<file path="config.mk">
export PLATFORM = sky130hd
export DESIGN_NAME = mpf_vtp_mmio_rsp_merge
export DESIGN_NICKNAME = d
export VERILOG_FILES = /design/src/rtl/mpf_vtp_mmio_rsp_pkg.sv /design/src/rtl/cci_mpf_prim_fifo_lutram.sv /design/src/rtl/mpf_vtp_mmio_rsp_merge.sv
export SDC_FILE = /design/constraint.sdc
export NUM_CORES = 2
export LEC_CHECK = 0
export BUFFER_PORTS_ARGS = -buffer_cell sky130_fd_sc_hd__buf_4
export CAP_MARGIN = 20
export CORE_AREA = 8 8 704 706
export DETAILED_ROUTE_END_ITERATION = 7
export DIE_AREA = 0 0 712 714
export SETUP_SLACK_MARGIN = 0.1
export SLEW_MARGIN = 20
export SYNTH_ARGS = -nofsm -noshare
export SYNTH_HDL_FRONTEND = slang
export SYNTH_MEMORY_MAX_BITS = 65536
export SYNTH_SLANG_ARGS = --single-unit
</file>
<file path="constraint.sdc">
create_clock -name clk -period 14 [get_ports clk]
set_clock_uncertainty 0.2 [all_clocks]
set_input_delay 2.1 -clock clk [delete_from_list [all_inputs] [get_ports clk]]
set_output_delay 2.1 -clock clk [all_outputs]
set_load 0.02 [all_outputs]
</file>
<file path="src/rtl/mpf_vtp_mmio_rsp_pkg.sv">
// Shared types and constants for the VTP / AFU MMIO read-response merge.
package mpf_vtp_mmio_rsp_pkg;

  localparam int unsigned CCIP_TID_WIDTH    = 9;
  localparam int unsigned MMIO64_DATA_WIDTH = 64;

  typedef logic [CCIP_TID_WIDTH-1:0] t_ccip_tid;

  // Default-width response payload; modules with a different TID width
  // declare their own local copy of this layout.
  typedef struct packed {
    t_ccip_tid                    tid;
    logic [MMIO64_DATA_WIDTH-1:0] data;
  } t_mmio64_rsp;

  // Round-robin priority encoding.
  localparam logic PRIO_VTP = 1'b0;
  localparam logic PRIO_AFU = 1'b1;

endpackage

</file>
<file path="src/rtl/cci_mpf_prim_fifo_lutram.sv">
// Small distributed-RAM FIFO with a combinational (or optionally registered)
// head; pushes become visible at the head on the following cycle.
module cci_mpf_prim_fifo_lutram #(
  parameter int unsigned N_DATA_BITS     = 32,
  parameter int unsigned N_ENTRIES       = 8,
  parameter bit          REGISTER_OUTPUT = 1'b0
) (
  input  logic                   clk,
  input  logic                   reset,
  input  logic [N_DATA_BITS-1:0] enq_data,
  input  logic                   enq_en,
  output logic                   not_full,
  output logic [N_DATA_BITS-1:0] first,
  input  logic                   deq_en,
  output logic                   not_empty
);

  localparam int unsigned PTR_W = $clog2(N_ENTRIES);
  localparam int unsigned CNT_W = $clog2(N_ENTRIES + 1);

  logic [N_DATA_BITS-1:0] mem_q [N_ENTRIES];
  logic [PTR_W-1:0]       wr_ptr_d, wr_ptr_q;
  logic [PTR_W-1:0]       rd_ptr_d, rd_ptr_q;
  logic [CNT_W-1:0]       cnt_d, cnt_q;
  logic                   enq_ok, deq_ok;

  assign not_full  = (cnt_q != CNT_W'(N_ENTRIES));
  assign not_empty = (cnt_q != '0);

  always_comb begin
    enq_ok   = enq_en && not_full;
    deq_ok   = deq_en && not_empty;
    wr_ptr_d = wr_ptr_q + PTR_W'(enq_ok);
    rd_ptr_d = rd_ptr_q + PTR_W'(deq_ok);
    cnt_d    = cnt_q + CNT_W'(enq_ok) - CNT_W'(deq_ok);
  end

  always_ff @(posedge clk) begin
    if (reset) begin
      wr_ptr_q <= '0;
      rd_ptr_q <= '0;
      cnt_q    <= '0;
    end else begin
      wr_ptr_q <= wr_ptr_d;
      rd_ptr_q <= rd_ptr_d;
      cnt_q    <= cnt_d;
    end
  end

  // Storage is not reset; occupancy alone defines validity.
  always_ff @(posedge clk) begin
    if (enq_ok) mem_q[wr_ptr_q] <= enq_data;
  end

  if (REGISTER_OUTPUT) begin : g_reg_out
    logic [N_DATA_BITS-1:0] first_d, first_q;
    // Bypass a same-cycle write landing on the next head entry.
    always_comb begin
      first_d = mem_q[rd_ptr_d];
      if (enq_ok && (wr_ptr_q == rd_ptr_d)) first_d = enq_data;
    end
    always_ff @(posedge clk) first_q <= first_d;
    assign first = first_q;
  end else begin : g_comb_out
    assign first = mem_q[rd_ptr_q];
  end

endmodule

</file>
<file path="src/rtl/mpf_vtp_mmio_rsp_merge.sv">
// Merges VTP CSR read responses with buffered AFU CSR read responses into a
// single registered MMIO response slot using round-robin arbitration.
module mpf_vtp_mmio_rsp_merge
  import mpf_vtp_mmio_rsp_pkg::*;
#(
  parameter int unsigned MMIO64_TID_WIDTH      = $bits(t_ccip_tid),
  parameter int unsigned AFU_FIFO_ENTRIES      = 64,
  parameter int unsigned AFU_ALMOST_FULL_SLOTS = 4
) (
  input  logic                         clk,
  input  logic                         reset,
  input  logic                         vtp_rsp_valid,
  input  logic [MMIO64_TID_WIDTH-1:0]  vtp_rsp_tid,
  input  logic [MMIO64_DATA_WIDTH-1:0] vtp_rsp_data,
  output logic                         vtp_rsp_deq,
  input  logic                         afu_rsp_valid,
  input  logic [MMIO64_TID_WIDTH-1:0]  afu_rsp_tid,
  input  logic [MMIO64_DATA_WIDTH-1:0] afu_rsp_data,
  output logic                         afu_almost_full,
  output logic                         afu_overflow,
  output logic                         mmio_rsp_valid,
  output logic [MMIO64_TID_WIDTH-1:0]  mmio_rsp_tid,
  output logic [MMIO64_DATA_WIDTH-1:0] mmio_rsp_data,
  input  logic                         mmio_rsp_ready
);

  localparam int unsigned RSP_W = MMIO64_TID_WIDTH + MMIO64_DATA_WIDTH;
  localparam int unsigned CNT_W = $clog2(AFU_FIFO_ENTRIES + 1);

  typedef struct packed {
    logic [MMIO64_TID_WIDTH-1:0]  tid;
    logic [MMIO64_DATA_WIDTH-1:0] data;
  } t_rsp;

  t_rsp             afu_in, afu_head;
  t_rsp             rsp_d, rsp_q;
  logic             rsp_valid_d, rsp_valid_q;
  logic             prio_d, prio_q;
  logic             af_d, af_q;
  logic             ovf_d, ovf_q;
  logic [CNT_W-1:0] afu_cnt_d, afu_cnt_q;
  logic             afu_not_full, afu_not_empty, afu_push;
  logic             slot_free, grant_vtp, grant_afu;

  assign afu_in = '{tid: afu_rsp_tid, data: afu_rsp_data};

  cci_mpf_prim_fifo_lutram #(
    .N_DATA_BITS     (RSP_W),
    .N_ENTRIES       (AFU_FIFO_ENTRIES),
    .REGISTER_OUTPUT (1'b0)
  ) u_afu_fifo (
    .clk       (clk),
    .reset     (reset),
    .enq_data  (afu_in),
    .enq_en    (afu_push),
    .not_full  (afu_not_full),
    .first     (afu_head),
    .deq_en    (grant_afu),
    .not_empty (afu_not_empty)
  );

  // Arbitration, output slot update and AFU occupancy tracking.
  always_comb begin
    slot_free   = !rsp_valid_q || mmio_rsp_ready;
    grant_vtp   = 1'b0;
    grant_afu   = 1'b0;
    prio_d      = prio_q;
    rsp_valid_d = rsp_valid_q;
    rsp_d       = rsp_q;

    if (slot_free && !reset) begin
      if (vtp_rsp_valid && afu_not_empty) begin
        grant_vtp = (prio_q == PRIO_VTP);
        grant_afu = !grant_vtp;
        prio_d    = grant_vtp ? PRIO_AFU : PRIO_VTP;
      end else begin
        grant_vtp = vtp_rsp_valid;
        grant_afu = afu_not_empty;
      end
    end

    if (grant_vtp) begin
      rsp_valid_d = 1'b1;
      rsp_d       = '{tid: vtp_rsp_tid, data: vtp_rsp_data};
    end else if (grant_afu) begin
      rsp_valid_d = 1'b1;
      rsp_d       = afu_head;
    end else if (mmio_rsp_ready) begin
      rsp_valid_d = 1'b0;
    end

    // A push against a full buffer is dropped even if a pop happens this cycle.
    afu_push  = afu_rsp_valid && afu_not_full;
    afu_cnt_d = afu_cnt_q + CNT_W'(afu_push) - CNT_W'(grant_afu);
    af_d      = (CNT_W'(AFU_FIFO_ENTRIES) - afu_cnt_d) <= CNT_W'(AFU_ALMOST_FULL_SLOTS);
    ovf_d     = ovf_q || (afu_rsp_valid && !afu_not_full);
  end

  always_ff @(posedge clk) begin
    if (reset) begin
      rsp_valid_q <= 1'b0;
      rsp_q       <= '0;
      prio_q      <= PRIO_VTP;
      afu_cnt_q   <= '0;
      af_q        <= 1'b0;
      ovf_q       <= 1'b0;
    end else begin
      rsp_valid_q <= rsp_valid_d;
      rsp_q       <= rsp_d;
      prio_q      <= prio_d;
      afu_cnt_q   <= afu_cnt_d;
      af_q        <= af_d;
      ovf_q       <= ovf_d;
    end
  end

  assign vtp_rsp_deq     = grant_vtp;
  assign mmio_rsp_valid  = rsp_valid_q;
  assign mmio_rsp_tid    = rsp_q.tid;
  assign mmio_rsp_data   = rsp_q.data;
  assign afu_almost_full = af_q;
  assign afu_overflow    = ovf_q;

endmodule
</file>
# --- Word level (Yosys, flattened, before mapping) ---
# Memory sizes are Yosys's and may differ from the RTL's. A register that Yosys moved wholly into a read port is not among the register bits.
# Cells that the tools add are included.
totals:
  ram_bits: 4672
  regBits: 103
  memories: 1
  word_cells: 49
  in_bits: 151
mem_list:
  columns: ["name", "words", "width", "rd", "rd_clocked_by_memory_dff", "wr", "line_no", "source"]
  rows:
  - ["u_afu_fifo.mem_q", 64, 73, 1, 1, 1, "cci_mpf_prim_fifo_lutram.sv:21", "logic [N_DATA_BITS-1:0] mem_q [N_ENTRIES];"]
classes:
  magnitude_cmp: 1
  reduce_logical: 15
  n_eq_ne: 1
  addsub: 7
  bitwise_logic: 1
  mux: 13
op_table:
  columns: ["op", "n"]
  rows:
  - ["2-to-1 mux 73 bit", 2]
  - ["adder 7 x 1 -> 7 bit", 2]
  - ["subtractor 7 x 1 -> 7 bit", 2]
  - ["adder 6 x 1 -> 6 bit", 2]
  - ["2-to-1 mux 1 bit", 10]
  - ["<= comparator 7 x 3 -> 1 bit, second input constant", 1]
  - ["inequality test 7 bit, second input constant", 1]
  - ["nonzero test 7 bit", 1]
  - ["subtractor 7 bit, first input constant", 1]
  - ["logical AND 1 bit", 6]
  - ["2-to-1 mux 6 bit", 1]
  - ["logical NOT 1 bit", 3]
  - ["nonzero test 3 bit", 1]
  - ["logical OR 1 bit", 2]
  - ["AND reduction 2 bit", 1]
  - ["nonzero test 2 bit", 1]
  - ["inverter 1 bit", 1]

# --- Longest topological paths before layout ---
depth:
  word_depth: 7
  depth_mapped: 18
  mapped_depth_nobuf: 18

# --- Modules after synthesis ---
# Synthesis repeated with hierarchy kept, for this count alone.
unflattened:
  cells_unflattened: 8579
  hier_area_um2: 183586.1
by_module_without_submodules:
  columns: ["module", "cells_per_inst", "n_inst", "seq_area_each_um2", "area_per_inst_um2"]
  rows:
  - ["cci_mpf_prim_fifo_lutram", 8169, 1, 140674.9, 179652.3]
  - ["mpf_vtp_mmio_rsp_merge", 410, 1, 1681.6, 3933.8]

# --- Worst setup path before layout ---
# No wires, ideal clock.
synth_timing:
  path_kind: "input port to flip-flop"
  startpoint: "in afu_rsp_valid"
  endpoint: "mem u_afu_fifo.mem_q[62][0] in the netlist's numbering (enable)"
  setup_slack_ns: 7.619
  t_required_ns: 13.295
  stages: 4
  t_arrival_ns: 5.676
  setup_time_ns: 0.505
  path_buffers: 0
  path_cell_list: "nand2_1 > nor2_1 > nand3_1 > nor2_1"
synth_between:
  elab_chain_len: 4
synth_lines:
  columns: ["element", "line_no", "source"]
  rows:
  - ["start: declaration", "mpf_vtp_mmio_rsp_merge.sv:16", "input logic afu_rsp_valid,"]
  - ["logical AND 1 bit", "mpf_vtp_mmio_rsp_merge.sv:93", "afu_push = afu_rsp_valid && afu_not_full;"]
  - ["logical AND 1 bit", "cci_mpf_prim_fifo_lutram.sv:31", "enq_ok = enq_en && not_full;"]
  - ["2-to-1 mux 1 bit", "cci_mpf_prim_fifo_lutram.sv:52", "if (enq_ok) mem_q[wr_ptr_q] <= enq_data;"]
  - ["2-to-1 mux 1 bit (not written as such)", "cci_mpf_prim_fifo_lutram.sv:52", null]
  - ["end: declaration", "cci_mpf_prim_fifo_lutram.sv:21", null]
# Every way passes these cells.

# --- Final worst setup path ---
layout_timing:
  startpoint: "in reset"
  endpoint: "out vtp_rsp_deq"
layout_between:
  elab_chain_len: 3
layout_lines:
  columns: ["element", "line_no", "source"]
  rows:
  - ["start: declaration", "mpf_vtp_mmio_rsp_merge.sv:11", "input logic reset,"]
  - ["logical NOT 1 bit", "mpf_vtp_mmio_rsp_merge.sv:71", "if (slot_free && !reset) begin"]
  - ["logical AND 1 bit", "mpf_vtp_mmio_rsp_merge.sv:71", null]
  - ["2-to-1 mux 1 bit", "mpf_vtp_mmio_rsp_merge.sv:71", null]
  - ["end: declaration", "mpf_vtp_mmio_rsp_merge.sv:15", "output logic vtp_rsp_deq,"]
# Every way passes these cells.

==> impl_metrics.csv <==
group,metric,value,unit
outcome,status,"completed",
yosys,synth_compound_area_share,3.37,%
min_path,hold_depth,2,
setup_path,critPathTopFamily,"buffers and inverters",
detailed_routing,viasPerCell,5.91,
timing,hold_viol_final,0,
floorplanning,die_h,714,um
yosys,ys_top_cells_by_count,"4672 x edfxtp_1, 923 x mux4_2, 582 x mux2i_1",
floorplanning,dieArea,508000,um2
timing,fin_crit_sh,51.3,%
placement,hpwl,307000,um
timing,layout_min_cycle_time,7.18,ns
setup_path,arrival,4.88,ns
yosys,synth_area_leaders,"edfxtp_1 77%, mux4_2 11%, mux2i_1 3.2%, dfxtp_1 1.1%, a22oi_1 0.99%",
yosys,synth_ff_type,"edfxtp_1",
yosys,synthArstFlopShare,0,%
timing,setup-violations-final,0,
grt,grt_pass1_wl,756000,um
floorplanning,die_x,712,um
power_and_ir_drop,ir_drop,0.131,mV
layout,final_nets,9296,
grt,first_global_vias,94200,
timing,fmax,0.139,GHz
setup_path,cpPeakStageDelay,0.60,ns
setup_path,crit_required,11.70,ns
timing,slew_headroom,18.4,%
yosys,yosysTopAreaCell,"edfxtp_1",
setup_path,timing.critical_path.fanout_max,44,
placement,routabilityCongestion,0.853,
yosys,synth_area,183000,um2
placement,portBuffers,227,
yosys,syn_inst,8678,
yosys,yosys_warnings,0,
floorplanning,coreArea,484000,um2
setup_path,crit_type,"primary input to output pin",
cts,clk_latency,1.08,ns
layout,drive_gt1_share,23.2,%
floorplanning,rows,256,
cts,cts_tree,"done",
floorplanning,initial_core_util,37.8,%
setup_path,start_kind,"primary input",
yosys,synth-edff-count,4672,
grt,track_usage,20.9,%
detailed_routing,routed_wl,551000,um
setup_path,cp_num_buf_inv,5,
detailed_routing,avgRoutedWirePerCell,34.5,um
detailed_routing,num_vias,94500,
cts,hold_buffers,0,
timing,slew_viol_final,0,
placement,dp_slack,6.63,ns
cts,cts_buffers,468,
timing,rsz0062_at_grt,"no",
setup_path,cp.depth,7,
setup_path,end_kind,"output pin",
yosys,synth_top_family_by_area,"multiplexers",
cts,cts_resized,0,
yosys,synth_nets,8851,
detailed_routing,drc,0,
yosys,synth_top_area_share,76.7,%
yosys,synth_fa_ha_area_share,0.159,%
cts,cts_setup_buffers,0,
yosys,muxShareOfSynthArea,14.9,%
yosys,ys_types,68,
layout,area.growth.synth_to_final,13.5,%
detailed_routing,drtIter0Drc,12300,
setup_path,cp_slowest_cell,"buf_4",
setup_path,path_cells,"buf_4 > inv_2 > and3_1 > nand2_4 > buf_4 > inv_2 > buf_4",
yosys,synthSimpleGateAreaFrac,2.14,%
detailed_routing,postRouteAntennaNets,0,
yosys,avgSynthCellArea,21.1,um2
setup_path,r2r_cells,11,
yosys,synth-xor-area-share,0.0813,%
timing,setup_ws,6.82,ns
grt,overflow,0,
timing,tightest_slew,1.19,ns
yosys,synth_seq_area_share,77.8,%
detailed_routing,drt-pass1-iter-count,5,
grt,grt_max_degree,115,
cts,clkTransAtPathRegs,0.06,ns
power_and_ir_drop,p_leak,63.0,nW
cts,clockBufferDepth,4,
cts,clock-root-buffer,"clkbuf_16",
cts,clock-sinks,4775,
run,max_cap_violations,0,
setup_path,crit_top_cell,"buf_4",
grt,antenna_found_initial,45,
floorplanning,pin_count,228,
yosys,yosysMostFrequentCell,"edfxtp_1",
yosys,ys_ff_latch,4775,
power_and_ir_drop,powerDensity,153,nW/um2
timing,setup_tns,0,ns
min_path,hold_class,"flop to flop",
cts,htreeDepth,5,
cells in the final DEF (no fill, tap or decap), types with 147 or more instances in the layout:
| cell type | netlist | final |
|---|---|---|
| nand2_1 | 304 | 303 |
| a22oi_1 | 241 | 241 |
| mux2i_1 | 582 | 582 |
| clkbuf_16 | 0 | 473 |
| a21oi_1 | 149 | 147 |
| o22ai_1 | 153 | 153 |
| edfxtp_1 | 4672 | 4672 |
| nor2_1 | 236 | 166 |
| buf_4 | 71 | 457 |
| mux4_2 | 923 | 923 |
power by group:
group | total, W | internal (W) | switching [W]
combinational | 0.00361 | 0.00149 | 0.00212
clock | 0.0123 | 0.00688 | 0.00538
sequential | 0.0160 | 0.0158 | 0.000138
total | 0.0318 | 0.0242 | 0.00764
routing by layer:
metal,vias to the layer above,track usage (%),part of all wire [%]
li1,37300,-,-
met1,51000,27.9,39
met2,5208,33.8,47
met3,926,5.27,10
met4,26,6.76,3.6
met5,-,0.280,0.065
tightest hold or removal path, stage by stage, from the launching register on:
cell and delay [ns]:
dfxtp_1 0.37, xor2_1 0.09, nor2_1 0.08
through the flow:
step	std cells	utilization, %	area [um2]	hold WS (ns)	total power [W]
finish	16000	42.9	208000	0.367	0.0318
global route	16000	42.9	208000	0.397	0.0328
CTS	16000	42.9	208000	0.369	0.0320
detailed placement	15100	39.8	193000	0.349	0.0199
global placement	15100	39.8	193000	0.340	0.0199
floorplan	8678	-	183000	0.298	0.0187
cell families after synthesis:
kind of cell | Yosys count
flip-flops | 4775
multiplexers | 1568
AO/OA/AOI/OAI | 896
AND/OR/NAND/NOR | 874
buffers and inverters | 526
adder cells (fa/ha/maj) | 22
XOR/XNOR | 17
state kept, by name, summed over array words and instances, names as in the netlist:
| register | cells |
|---|---|
| u_afu_fifo.wr_ptr_q | 6 |
| afu_overflow | 1 |
| mmio_rsp_data | 64 |
| u_afu_fifo.cnt_q | 7 |
| mmio_rsp_valid | 1 |
| u_afu_fifo.mem_q | 4672 |
| mmio_rsp_tid | 9 |
| prio_q | 1 |
| u_afu_fifo.rd_ptr_q | 6 |
| afu_almost_full | 1 |
| afu_cnt_q | 7 |
cell type report:
| type | instances | area (um2) |
|---|---|---|
| fillers | 41400 | 277000 |
| flip-flops and latches | 4775 | 142000 |
| multi-input cells | 3377 | 38400 |
| clock buffers | 611 | 12600 |
| well taps | 6450 | 8070 |
| repair buffers | 473 | 3740 |
| clock inverters | 254 | 2320 |
| inverters | 28 | 108 |
| diodes | 15 | 37.5 |
final timing paths:
| kind | from | slack (ns) | to |
|---|---|---|---|
| max | reset | 6.82 | vtp_rsp_deq |
| min | prio_q | 0.37 | prio_q |
| max reg2reg | u_afu_fifo.cnt_q[2] | 8.02 | u_afu_fifo.mem_q[33][26] |
| min reg2reg | prio_q | 0.37 | prio_q |
(Power assumes the default switching activity.)
